[src/rtl/grey_counter_n.sv]
// N-digit decimal counter with each digit held in a 5-bit single-step code.
// It supports up/down counting, parallel load, a wrap pulse and a sticky illegal-code flag.
// Optional macro GREY_SAT_EN makes the counter saturate at all-9 or all-0 instead of wrapping.
module grey_counter_n #(
    parameter int unsigned  DIGITS = 4,
    localparam int unsigned W      = 5 * DIGITS
) (
    input  logic         i_clk,
    input  logic         i_rst,
    input  logic         i_en,
    input  logic         i_up,
    input  logic         i_load,
    input  logic [W-1:0] i_load_val,
    output logic [W-1:0] o_count,
    output logic         o_wrap,
    output logic         o_err
);

    function automatic logic is_legal(input logic [4:0] c);
        case (c)
            5'b00000, 5'b00001, 5'b00011, 5'b00010, 5'b00110,
            5'b00100, 5'b01100, 5'b01000, 5'b11000, 5'b10000: is_legal = 1'b1;
            default:                                          is_legal = 1'b0;
        endcase
    endfunction

    // Illegal codes decode to 0 so stray patterns can never propagate.
    function automatic logic [3:0] dec(input logic [4:0] c);
        case (c)
            5'b00001: dec = 4'd1;
            5'b00011: dec = 4'd2;
            5'b00010: dec = 4'd3;
            5'b00110: dec = 4'd4;
            5'b00100: dec = 4'd5;
            5'b01100: dec = 4'd6;
            5'b01000: dec = 4'd7;
            5'b11000: dec = 4'd8;
            5'b10000: dec = 4'd9;
            default:  dec = 4'd0;
        endcase
    endfunction

    function automatic logic [4:0] enc(input logic [3:0] v);
        case (v)
            4'd1:    enc = 5'b00001;
            4'd2:    enc = 5'b00011;
            4'd3:    enc = 5'b00010;
            4'd4:    enc = 5'b00110;
            4'd5:    enc = 5'b00100;
            4'd6:    enc = 5'b01100;
            4'd7:    enc = 5'b01000;
            4'd8:    enc = 5'b11000;
            4'd9:    enc = 5'b10000;
            default: enc = 5'b00000;
        endcase
    endfunction

    logic [W-1:0]    count_q, count_d;
    logic            wrap_q, wrap_d;
    logic            err_q, err_d;
    logic [W-1:0]    step_code;
    logic [W-1:0]    load_clean;
    logic            load_bad;
    logic [DIGITS:0] carry;
    logic [3:0]      cur_val;
    logic [3:0]      nxt_val;

    // Ripple carry/borrow: digit k steps iff every lower digit sits at its turning value.
    always_comb begin
        carry      = '0;
        carry[0]   = 1'b1;
        step_code  = '0;
        load_clean = '0;
        load_bad   = 1'b0;
        cur_val    = 4'd0;
        nxt_val    = 4'd0;
        for (int unsigned k = 0; k < DIGITS; k++) begin
            cur_val = dec(count_q[5*k +: 5]);
            nxt_val = cur_val;
            if (carry[k]) begin
                if (i_up) nxt_val = (cur_val == 4'd9) ? 4'd0 : 4'(cur_val + 4'd1);
                else      nxt_val = (cur_val == 4'd0) ? 4'd9 : 4'(cur_val - 4'd1);
            end
            carry[k+1] = carry[k] & (i_up ? (cur_val == 4'd9) : (cur_val == 4'd0));
            step_code[5*k +: 5] = enc(nxt_val);

            if (is_legal(i_load_val[5*k +: 5])) begin
                load_clean[5*k +: 5] = i_load_val[5*k +: 5];
            end else begin
                load_bad = 1'b1;
            end
        end
    end

    always_comb begin
        count_d = count_q;
        wrap_d  = 1'b0;
        err_d   = err_q;
        if (i_load) begin
            count_d = load_clean;
            err_d   = err_q | load_bad;
        end else if (i_en) begin
`ifdef GREY_SAT_EN
            // Saturated: hold the value and flag the refused step.
            if (carry[DIGITS]) begin
                count_d = count_q;
                wrap_d  = 1'b1;
            end else begin
                count_d = step_code;
            end
`else
            count_d = step_code;
            wrap_d  = carry[DIGITS];
`endif
        end
    end

    always_ff @(posedge i_clk) begin
        if (i_rst) begin
            count_q <= '0;
            wrap_q  <= 1'b0;
            err_q   <= 1'b0;
        end else begin
            count_q <= count_d;
            wrap_q  <= wrap_d;
            err_q   <= err_d;
        end
    end

    assign o_count = count_q;
    assign o_wrap  = wrap_q;
    assign o_err   = err_q;

endmodule

[config.mk]
export PLATFORM = sky130hd
export DESIGN_NAME = grey_counter_n
export DESIGN_NICKNAME = d
export VERILOG_FILES = /design/src/rtl/grey_counter_n.sv
export SDC_FILE = /design/constraint.sdc
export NUM_CORES = 1
export LEC_CHECK = 0
export CAP_MARGIN = 20
export CORE_MARGIN = 4
export CORE_UTILIZATION = 50
export DETAILED_ROUTE_END_ITERATION = 12
export PLACE_DENSITY = 0.77
export SKIP_LAST_GASP = 1
export SYNTH_ARGS = -nofsm -noshare
export SYNTH_HDL_FRONTEND = slang
export SYNTH_SLANG_ARGS = --single-unit
[constraint.sdc]
create_clock -name i_clk -period 3.8 [get_ports i_clk]
set_input_delay 0.57 -clock i_clk [delete_from_list [all_inputs] [get_ports i_clk]]
set_output_delay 0.57 -clock i_clk [all_outputs]
set_load 0.01 [all_outputs]
==> results of run 1 <==
[how the worst min path moves through the flow]
stage,start,to,slack (ns)
final,o_err$_SDFFE_PP0P_,o_err$_SDFFE_PP0P_,0.48
after global routing,o_err$_SDFFE_PP0P_,o_err$_SDFFE_PP0P_,0.55
after floorplan,o_err$_SDFFE_PP0P_,o_err$_SDFFE_PP0P_,0.50
after detailed placement,o_err$_SDFFE_PP0P_,o_err$_SDFFE_PP0P_,0.46
after CTS,o_err$_SDFFE_PP0P_,o_err$_SDFFE_PP0P_,0.49
after global placement,o_err$_SDFFE_PP0P_,o_err$_SDFFE_PP0P_,0.46
[cell type report]
| type | instances | area (um^2) |
|---|---|---|
| multi-input cells | 321 | 2270 |
| well taps | 77 | 96.3 |
| inverters | 30 | 113 |
| fillers | 543 | 2100 |
| flip-flops and latches | 38 | 761 |
| repair buffers | 104 | 896 |
| clock buffers | 7 | 76.3 |
[kinds of logic after synthesis]
| group | Yosys count | share of synthesized area |
|---|---|---|
| AO/OA/AOI/OAI | 133 | 0.333 |
| XOR/XNOR | 12 | 0.0325 |
| adder cells (fa/ha/maj) | 12 | 0.0464 |
| buffers and inverters | 59 | 0.0731 |
| flip-flops | 38 | 0.235 |
| multiplexers | 4 | 0.0124 |
| AND/OR/NAND/NOR | 160 | 0.267 |
[through the flow]
stage,setup WS (ns),setup TNS [ns]
after CTS,0.0969,0
after global placement,-0.356,-1.21
final,0.152,0
after global routing,0.00109,0
after floorplan,0.0752,0
after detailed placement,-0.416,-1.86
[worst min-delay path, stage by stage, from the launching register on]
cell and delay, ns:
dfxtp_1 0.33, a21oi_1 0.04, nor2_1 0.08
[metal layers]
| metal | up-vias | share of wire | GRT usage |
|---|---|---|---|
| met5 | - | 0 | 0 |
| met4 | 0 | 0.026 | 0.0687 |
| met3 | 32 | 0.058 | 0.0391 |
| met2 | 139 | 0.46 | 0.409 |
| met1 | 1657 | 0.46 | 0.351 |
| li1 | 1717 | - | - |
[repair_timing]
| action | in CTS | in global routing |
|---|---|---|
| gates cloned | 1 | 0 |
| setup endpoints to repair | 2 | 2 |
| pin swaps | 1 | 2 |
| hold endpoints to repair | 0 | 0 |
| resized for setup | 5 | 2 |
| setup buffers | 1 | 0 |
[layout by cell type (no fill, tap or decap), drive strengths merged, types with 11 or more instances in the layout]
cell type	instances
clkdlybuf4s50	45
a21oi	18
ha	12
and2	16
buf	58
nand2	34
inv	29
nor3	11
dfxtp	38
o21ai	21
or3	12
nand3	12
nor2	29
[power groups by stage]
stage	Clock (mW)	Combinational, mW	Sequential, mW
floorplan	0	0.494	0.483
global placement	0	0.728	0.517
detailed placement	0	0.752	0.517
CTS	0.264	0.768	0.509
global route	0.280	0.861	0.519
finish	0.266	0.786	0.510
==> out/results.tsv, run 1 <==
stage	metric	value	unit
critical_path	cell family with most CP delay	compound AO/OA/AOI/OAI gates	
placement	placed cells	568	
die	Die H	88.4	um
synthesis	Main synth FF type	dfxtp_1	
clock_tree	CTS clk-pin slew, worst paths	0.07	ns
die	Placement Rows	29	
sta	unrepaired setup endpoints after global routing	no	
drt	drt first pass iters	5	
drt	Via Count	3545	
critical_path	Crit. End Element	flip-flop	
synthesis	count leader, synth	dfxtp_1	
power_and_ir_drop	Design Power	1.56	mW
layout	n_diodes	0	
clock_tree	TritonCTS clock tree	done	
layout	share of layout cells above drive strength 1	0.184	
global_route	GRT Util Overall	0.253	
min_path	worst min-delay path class	reg2reg	
synthesis	Syn Inst Count	418	
synthesis	Post-synth top cells	dfxtp_1 (38), nand2_1 (34), inv_1 (29), nor2_1 (29)	
drt	Via density	6.14	
power_and_ir_drop	sequential power share	0.327	
sta	FMAX	0.274	GHz
die	Core Box Area	0.00631	mm^2
flow_run	maxcap violations	0	
layout	Final Net Count	537	
synthesis	Seq/Total Area, Yosys	0.235	
global_route	first-pass GRT wire length	15.8	mm
drt	Final ANT Viol Nets	0	
critical_path	Worst path depth	12	
global_route	initial antenna violation count	0	
sta	worst hold slack	0.481	ns
die	Initial Util	0.512	
power_and_ir_drop	Comb pwr share	0.503	
critical_path	CP max-delay cell	a2111o_4	
critical_path	Critical Path AT	3.89	ns
clock_tree	Skew-Pair Late Insertion Delay	0.30	ns
placement	HPWL after detailed placement	7.40	mm
min_path	Hold Path Stages	2	
global_route	largest net degree at the start of global routing	19	
sta	Worst Skew	0.0149	ns
sta	Final Hold Violating Endpoints	0	
critical_path	crit path launch type	primary input	
placement	port buffer count	46	
critical_path	CP startpoint	i_up	
synthesis	number of synthesized flops with an enable pin	0	
critical_path	CP Capture Point	cur_val[0]$_DFF_P_	
sta	Final Cycle Share	0.960	
drt	remaining routing DRC violations	0	
layout	Post-Layout Cell Count	577	
status	status	completed	
critical_path	Bufs and invs on worst path	2	
global_route	vias in the first global route	3187	
clock_tree	CTS Buf Count	5	
die	I/O pins	47	
layout	area grow syn2layout	30.2	%
clock_tree	root buf cell	clkbuf_8	
power_and_ir_drop	P_sw	0.614	mW
synthesis	Unique masters post-synth	83	
critical_path	reg2reg setup slack	0.22	ns
critical_path	worst path cell trace	dlygate4sd2_1 > or3_4 > a2111o_4 > o41a_1 > o221ai_4 > inv_1 > ha_1 > or3_1 > o31ai_1 > nand3_1 > a211oi_1 > a21o_1	
synthesis	top cells by area, synth	dfxtp_1 (24%), ha_1 (4.6%), nand2_1 (3.9%), inv_1 (3.4%), nor2_1 (3.4%)	
critical_path	Setup CP Type	in2reg	
clock_tree	H-tree depth	2	
sta	Final Slew Violations	0	
power_and_ir_drop	pwr/cell area	371	mW/mm^2
critical_path	Critical Path RT	4.04	ns
power_and_ir_drop	Clk pwr share	0.170	
drt	drt wl/cell	16.8	um
critical_path	Max FO, Critical Path	3	
synthesis	Netlist Area Pre-Place	0.00323	mm^2
sta	final setup violation count	0	
synthesis	Synth Net Count	455	
synthesis	yosys warns	0	
placement	Final GP Congestion	0.919	
sta	Final min period	3.65	ns
clock_tree	hold_buf cts	0	
sta	Slew headroom	0.371	
layout	design area	0.00421	mm^2
clock_tree	Sink Count	38	
power_and_ir_drop	sw frac	0.393	
critical_path	CP max stage delay	0.51	ns
drt	Post-Route WL	9.67	mm
clock_tree	worst-case clock buffer depth	2	
drt	number of DRC markers in iteration 0	235	
sta	Slew @ Worst Pin	0.941	ns
critical_path	worst reg2reg path depth	11	
die	Die ar.	0.00782	mm^2
layout	post-layout util	0.667	
die	Die X-Extent	88.4	um
synthesis	ys async rst share	0	
placement	placed cell area	0.00409	mm^2
global_route	GRT overflow	0	
power_and_ir_drop	leak pwr	1.71	nW
synthesis	register bit total from synthesis	38	
power_and_ir_drop	Peak VDD IR	289	uV
synthesis	Post-Syn Area per Cell	7.74	um^2
synthesis	area leader, netlist	dfxtp_1	
synthesis	Synth top area share	0.235	
critical_path	FF-to-FF End	cur_val[0]$_DFF_P_	
power_and_ir_drop	Internal	0.948	mW
No activity file was read; power rests on OpenSTA's default activity.
==> inputs of run 2 (changes only) <==
--- a/config.mk
+++ b/config.mk
@@ -6,7 +6,6 @@
 export NUM_CORES = 1
 export LEC_CHECK = 0
 export CAP_MARGIN = 20
-export CORE_MARGIN = 4
 export CORE_UTILIZATION = 50
 export DETAILED_ROUTE_END_ITERATION = 12
 export PLACE_DENSITY = 0.77
==> run 2 against run 1 <==
  * Non-clock buffer count is 11 higher
  * Critical path depth stayed put
  * Die area is 13% lower
  * Setup slack better by 0.028 ns
  * Combinational power is 3.9% higher
  * Maximum frequency is 0.78% higher
  * Routed wire length is 0.77% higher
  * Global-route usage is 4.8 points higher
==> out/results.tsv, run 2 (synthesized netlist as in run 1, its figures left out) <==
stage	metric	value	unit
status	status	completed	
power_and_ir_drop	Peak VDD IR	229	uV
sta	unrepaired setup endpoints after global routing	no	
critical_path	CP max stage delay	0.60	ns
layout	most frequent cells in the layout	buf_4 (67), clkdlybuf4s50_1 (45), dfxtp_1 (38), nand2_1 (34)	
clock_tree	Skew-Pair Late Insertion Delay	0.30	ns
power_and_ir_drop	pwr/cell area	376	mW/mm^2
layout	area grow syn2layout	33.4	%
die	Initial Util	0.531	
power_and_ir_drop	leak pwr	1.79	nW
critical_path	crit-path most repeated cell	ha_1	
critical_path	Critical Path RT	4.05	ns
placement	HPWL after detailed placement	7.33	mm
global_route	GRT overflow	0	
placement	DP Worst Slack	-0.503	ns
critical_path	FF-to-FF End	cur_val[0]$_DFF_P_	
placement	placed cells	574	
critical_path	CP max-delay cell	or4_4	
sta	Slew @ Worst Pin	0.812	ns
sta	final setup violation count	0	
critical_path	worst reg2reg path depth	12	
sta	Worst Skew	0.00676	ns
sta	FMAX	0.276	GHz
sta	Final Cycle Share	0.952	
clock_tree	root buf cell	clkbuf_8	
placement	port buffer count	46	
die	Placement Rows	28	
power_and_ir_drop	sw frac	0.391	
min_path	worst min-delay path class	reg2reg	
critical_path	Setup CP Type	reg2reg	
critical_path	Max FO, Critical Path	6	
critical_path	Crit. End Element	flip-flop	
critical_path	crit path launch type	flip-flop	
die	Die X-Extent	82.4	um
critical_path	reg2reg setup slack	0.18	ns
die	Core Box Area	0.00610	mm^2
global_route	grt met1 use	0.432	
critical_path	worst path cell trace	or4_4 > a2111o_4 > o41ai_4 > o221ai_2 > ha_1 > nand4b_1 > a311oi_2 > inv_1 > ha_1 > o21ai_0 > a211oi_1 > a21o_1	
global_route	met2 Track Usage GR	0.467	
layout	share of layout cells above drive strength 1	0.207	
drt	Final ANT Viol Nets	0	
die	Die H	82.4	um
layout	Final Net Count	548	
die	I/O pins	47	
die	Die ar.	0.00679	mm^2
global_route	Most Crowded Layer GR	met2	
placement	Final GP Congestion	0.901	
drt	number of DRC markers in iteration 0	270	
power_and_ir_drop	Design Power	1.62	mW
power_and_ir_drop	P_sw	0.633	mW
clock_tree	CTS clk-pin slew, worst paths	0.08	ns
global_route	initial antenna violation count	0	
layout	Post-Layout Cell Count	587	
clock_tree	Sink Count	38	
layout	design area	0.00432	mm^2
sta	Final min period	3.62	ns
drt	drt wl/cell	16.6	um
sta	Final Slew Violations	0	
drt	drt first pass iters	5	
global_route	largest net degree at the start of global routing	22	
drt	remaining routing DRC violations	0	
sta	Final Hold Violating Endpoints	0	
power_and_ir_drop	Clk pwr share	0.180	
critical_path	CP Capture Point	cur_val[0]$_DFF_P_	
sta	Slew headroom	0.456	
clock_tree	CTS Buf Count	5	
global_route	met3 Track Usage GR	0.0319	
layout	fillers	502	
clock_tree	worst-case clock buffer depth	2	
power_and_ir_drop	Internal	0.988	mW
clock_tree	H-tree depth	2	
critical_path	Critical Path AT	3.87	ns
sta	PnR worst setup slack	0.181	ns
clock_tree	TritonCTS clock tree	done	
power_and_ir_drop	Comb pwr share	0.504	
global_route	GRT Util Overall	0.301	
layout	n_diodes	0	
flow_run	maxcap violations	0	
power_and_ir_drop	sequential power share	0.316	
placement	placed cell area	0.00415	mm^2
drt	Post-Route WL	9.75	mm
drt	Via density	6.19	
drt	Via Count	3632	
global_route	first-pass GRT wire length	15.7	mm
layout	commonest non-fill, non-tap cell in the layout	buf_4	
global_route	vias in the first global route	3255	
-- run 2: changes by cell type in the layout (fill, tap and decap cells not counted) --
cell	previous run	this run
nand3_2	0	1
a2111oi_1	0	1
o41ai_2	3	2
dlymetal6s2s_1	0	1
o41ai_4	0	1
clkinv_2	0	1
a2111oi_0	3	2
clkbuf_8	5	6
o221ai_2	0	1
nand3_1	12	11
clkbuf_1	2	1
o221ai_4	1	0
dlygate4sd2_1	1	0
buf_4	56	67
-- run 2: critical path: cells and delay by family (launching register included) --
kind | cells | cell delay (ns)
AO/OA/AOI/OAI | 7 | 1.86
flip-flops | 1 | 0.32
buffers and inverters | 1 | 0.09
adder cells (fa/ha/maj) | 2 | 0.58
AND/OR/NAND/NOR | 2 | 0.75
-- run 2: how the worst min path moves through the flow --
stage                             startpoint                  to  slack, ns  cells past startpoint
after floorplan           o_err$_SDFFE_PP0P_  o_err$_SDFFE_PP0P_       0.50                      2
after global placement    o_err$_SDFFE_PP0P_  o_err$_SDFFE_PP0P_       0.47                      2
after detailed placement  o_err$_SDFFE_PP0P_  o_err$_SDFFE_PP0P_       0.47                      2
after CTS                 o_err$_SDFFE_PP0P_  o_err$_SDFFE_PP0P_       0.49                      2
after global routing      o_err$_SDFFE_PP0P_  o_err$_SDFFE_PP0P_       0.56                      2
final                     o_err$_SDFFE_PP0P_  o_err$_SDFFE_PP0P_       0.50                      2
-- run 2: power by group through the flow --
stage | clock, mW | combinational [mW] | sequential (mW)
3_3_place_gp | 0 | 0.747 | 0.517
3_5_place_dp | 0 | 0.770 | 0.518
4_1_cts | 0.291 | 0.790 | 0.510
5_1_grt | 0.310 | 0.897 | 0.521
2_1_floorplan | 0 | 0.494 | 0.483
6_report | 0.292 | 0.817 | 0.513
-- run 2: timing repair --
| item | CTS | global route |
|---|---|---|
| gates cloned | 0 | 1 |
| setup endpoints to repair | 4 | 8 |
| setup buffers | 3 | 1 |
| hold endpoints to repair | 0 | 0 |
| gates resized for setup | 4 | 5 |
| hold buffers | 0 | 0 |
| pin swaps | 4 | 2 |
-- run 2: cell type report --
cell class | count | area, um^2 | share of cell area
Multi-Input combinational cell | 321 | 2270 | 0.527
Timing Repair Buffer | 115 | 982 | 0.228
Sequential cell | 38 | 761 | 0.176
Inverter | 30 | 113 | 0.0261
Tap cell | 75 | 93.8 | 0.0217
Clock buffer | 7 | 86.3 | 0.0200
Clock inverter | 1 | 5.00 | 0.00116
-- run 2: per-layer routing --
metal / up-vias / part of all wire
met5: - / 0
met3: 26 / 0.062
met2: 166 / 0.44
met1: 1693 / 0.48
met4: 0 / 0.026
li1: 1747 / -
-- run 2: metrics by stage --
step / setup TNS (ns) / hold WS [ns] / utilization
2_1_floorplan: 0 / 0.502 / -
3_3_place_gp: -1.62 / 0.469 / 0.680
3_5_place_dp: -2.53 / 0.471 / 0.680
4_1_cts: 0 / 0.494 / 0.702
5_1_grt: 0 / 0.559 / 0.708
6_report: 0 / 0.496 / 0.708
==> inputs of run 3 (changes only) <==
--- a/config.mk
+++ b/config.mk
@@ -9,6 +9,7 @@
 export CORE_UTILIZATION = 50
 export DETAILED_ROUTE_END_ITERATION = 12
 export PLACE_DENSITY = 0.77
+export SKIP_CTS_REPAIR_TIMING = 1
 export SKIP_LAST_GASP = 1
 export SYNTH_ARGS = -nofsm -noshare
 export SYNTH_HDL_FRONTEND = slang
==> run 3 against run 2 <==
  * Sequential power is essentially flat
  * Highest routed layer unchanged
  * Maximum frequency shrank 2.5%
  * Largest cell class unchanged
  * Utilization grew 0.96 points
  * Final area grew 1.4%
  * Hold slack lost 0.0040 ns
  * Global-route usage shrank 0.12 points
  * Clock-buffer cell count is the same
==> out/results.tsv, run 3 (synthesized netlist as in run 1, its figures left out) <==
stage	metric	value	unit
status	status	completed	
placement	HPWL after detailed placement	7.33	mm
layout	share of layout cells above drive strength 1	0.217	
global_route	vias in the first global route	3224	
clock_tree	CTS clk-pin slew, worst paths	0.08	ns
sta	final setup violation count	0	
critical_path	Critical Path AT	3.93	ns
critical_path	Critical Path RT	4.01	ns
global_route	GRT Util Overall	0.300	
clock_tree	root buf cell	clkbuf_8	
global_route	largest net degree at the start of global routing	22	
clock_tree	Skew-Pair Late Insertion Delay	0.29	ns
sta	Final min period	3.71	ns
critical_path	reg2reg setup slack	0.09	ns
die	I/O pins	47	
clock_tree	H-tree depth	2	
layout	n_diodes	0	
drt	remaining routing DRC violations	0	
drt	Via Count	3613	
drt	Post-Route WL	9.70	mm
critical_path	Max FO, Critical Path	6	
die	Die H	82.4	um
sta	Worst Skew	0.00607	ns
placement	Final GP Congestion	0.901	
critical_path	worst reg2reg path depth	10	
critical_path	FF-to-FF End	cur_val[2]$_SDFF_PN0_	
sta	FMAX	0.269	GHz
power_and_ir_drop	leak pwr	1.79	nW
critical_path	crit path launch type	flip-flop	
critical_path	Setup CP Type	reg2reg	
drt	Via density	6.17	
flow_run	maxcap violations	0	
clock_tree	worst-case clock buffer depth	2	
sta	Final Cycle Share	0.977	
placement	port buffer count	46	
placement	DP Worst Slack	-0.503	ns
die	Core Box Area	0.00610	mm^2
min_path	worst hold endpoint	o_err$_SDFFE_PP0P_	
sta	PnR worst setup slack	0.0865	ns
die	Die X-Extent	82.4	um
layout	Final Net Count	547	
layout	commonest non-fill, non-tap cell in the layout	buf_4	
layout	design area	0.00437	mm^2
layout	area grow syn2layout	35.2	%
min_path	Hold Path Stages	2	
sta	Final Hold Violating Endpoints	0	
die	Die ar.	0.00679	mm^2
clock_tree	Sink Count	38	
drt	Final ANT Viol Nets	0	
layout	most frequent cells in the layout	buf_4 (67), clkdlybuf4s50_1 (45), dfxtp_1 (38), nand2_1 (33)	
clock_tree	TritonCTS clock tree	done	
sta	Slew headroom	0.465	
sta	Final Slew Violations	0	
power_and_ir_drop	Peak VDD IR	231	uV
sta	Slew @ Worst Pin	0.800	ns
layout	fillers	498	
drt	drt wl/cell	16.6	um
drt	drt first pass iters	5	
min_path	hold path start	o_err$_SDFFE_PP0P_	
sta	worst hold slack	0.492	ns
power_and_ir_drop	pwr/cell area	376	mW/mm^2
global_route	initial antenna violation count	0	
drt	number of DRC markers in iteration 0	297	
min_path	worst min-delay path class	reg2reg	
global_route	first-pass GRT wire length	15.6	mm
die	Initial Util	0.531	
critical_path	Crit. End Element	flip-flop	
placement	placed cell area	0.00415	mm^2
clock_tree	CTS Buf Count	5	
global_route	GRT overflow	0	
die	Placement Rows	28	
==> run 3: routing by layer <==
metal / global-route usage / wire, um
met4: 0.0947 / 108
met3: 0.0319 / 699
met5: 0 / 0
met2: 0.468 / 4340
met1: 0.430 / 4550
==> run 3: critical path, cell delays in order, from the launching register on <==
cell,delay (ns)
dfxtp_1,0.31
or4_1,0.70
a2111o_4,0.55
o41a_1,0.37
o221ai_4,0.23
inv_2,0.07
ha_1,0.20
or3_4,0.37
o31a_1,0.27
or3_1,0.33
a211oi_2,0.24
==> run 3: worst max-delay path by stage <==
stage          slack (ns)       from  cells after the start                    end
3_5_place_dp        -0.50       i_up                     11  cur_val[2]$_SDFF_PN0_
2_1_floorplan        0.08       i_up                     11  cur_val[2]$_SDFF_PN0_
6_report             0.09  flip-flop                     10  cur_val[2]$_SDFF_PN0_
3_3_place_gp        -0.39       i_up                     11  cur_val[2]$_SDFF_PN0_
5_1_grt             -0.02  flip-flop                     10  cur_val[2]$_SDFF_PN0_
4_1_cts             -0.21       i_up                     11  cur_val[2]$_SDFF_PN0_
==> run 3: final cells by class <==
cell class | count | area (um^2) | share of cell area
repair buffers | 114 | 981 | 0.224
inverters | 30 | 113 | 0.0257
flip-flops and latches | 38 | 761 | 0.174
well taps | 75 | 93.8 | 0.0215
clock inverters | 1 | 5.00 | 0.00114
clock buffers | 7 | 86.3 | 0.0197
multi-input cells | 321 | 2330 | 0.534
==> run 3: where the power goes <==
group	internal, mW	total (mW)	switching [mW]
registers	0.444	0.514	0.0693
clock network	0.146	0.289	0.143
logic	0.407	0.840	0.433
total	0.998	1.64	0.645
==> run 3: metrics by stage <==
step | setup TNS (ns) | total power, mW | util | instances
after global placement | -1.62 | 1.26 | 0.680 | 574
after floorplan | 0 | 0.977 | - | 418
after CTS | -0.384 | 1.58 | 0.695 | 582
after detailed placement | -2.53 | 1.29 | 0.680 | 574
final | 0 | 1.64 | 0.718 | 586
after global routing | -0.0313 | 1.75 | 0.718 | 586
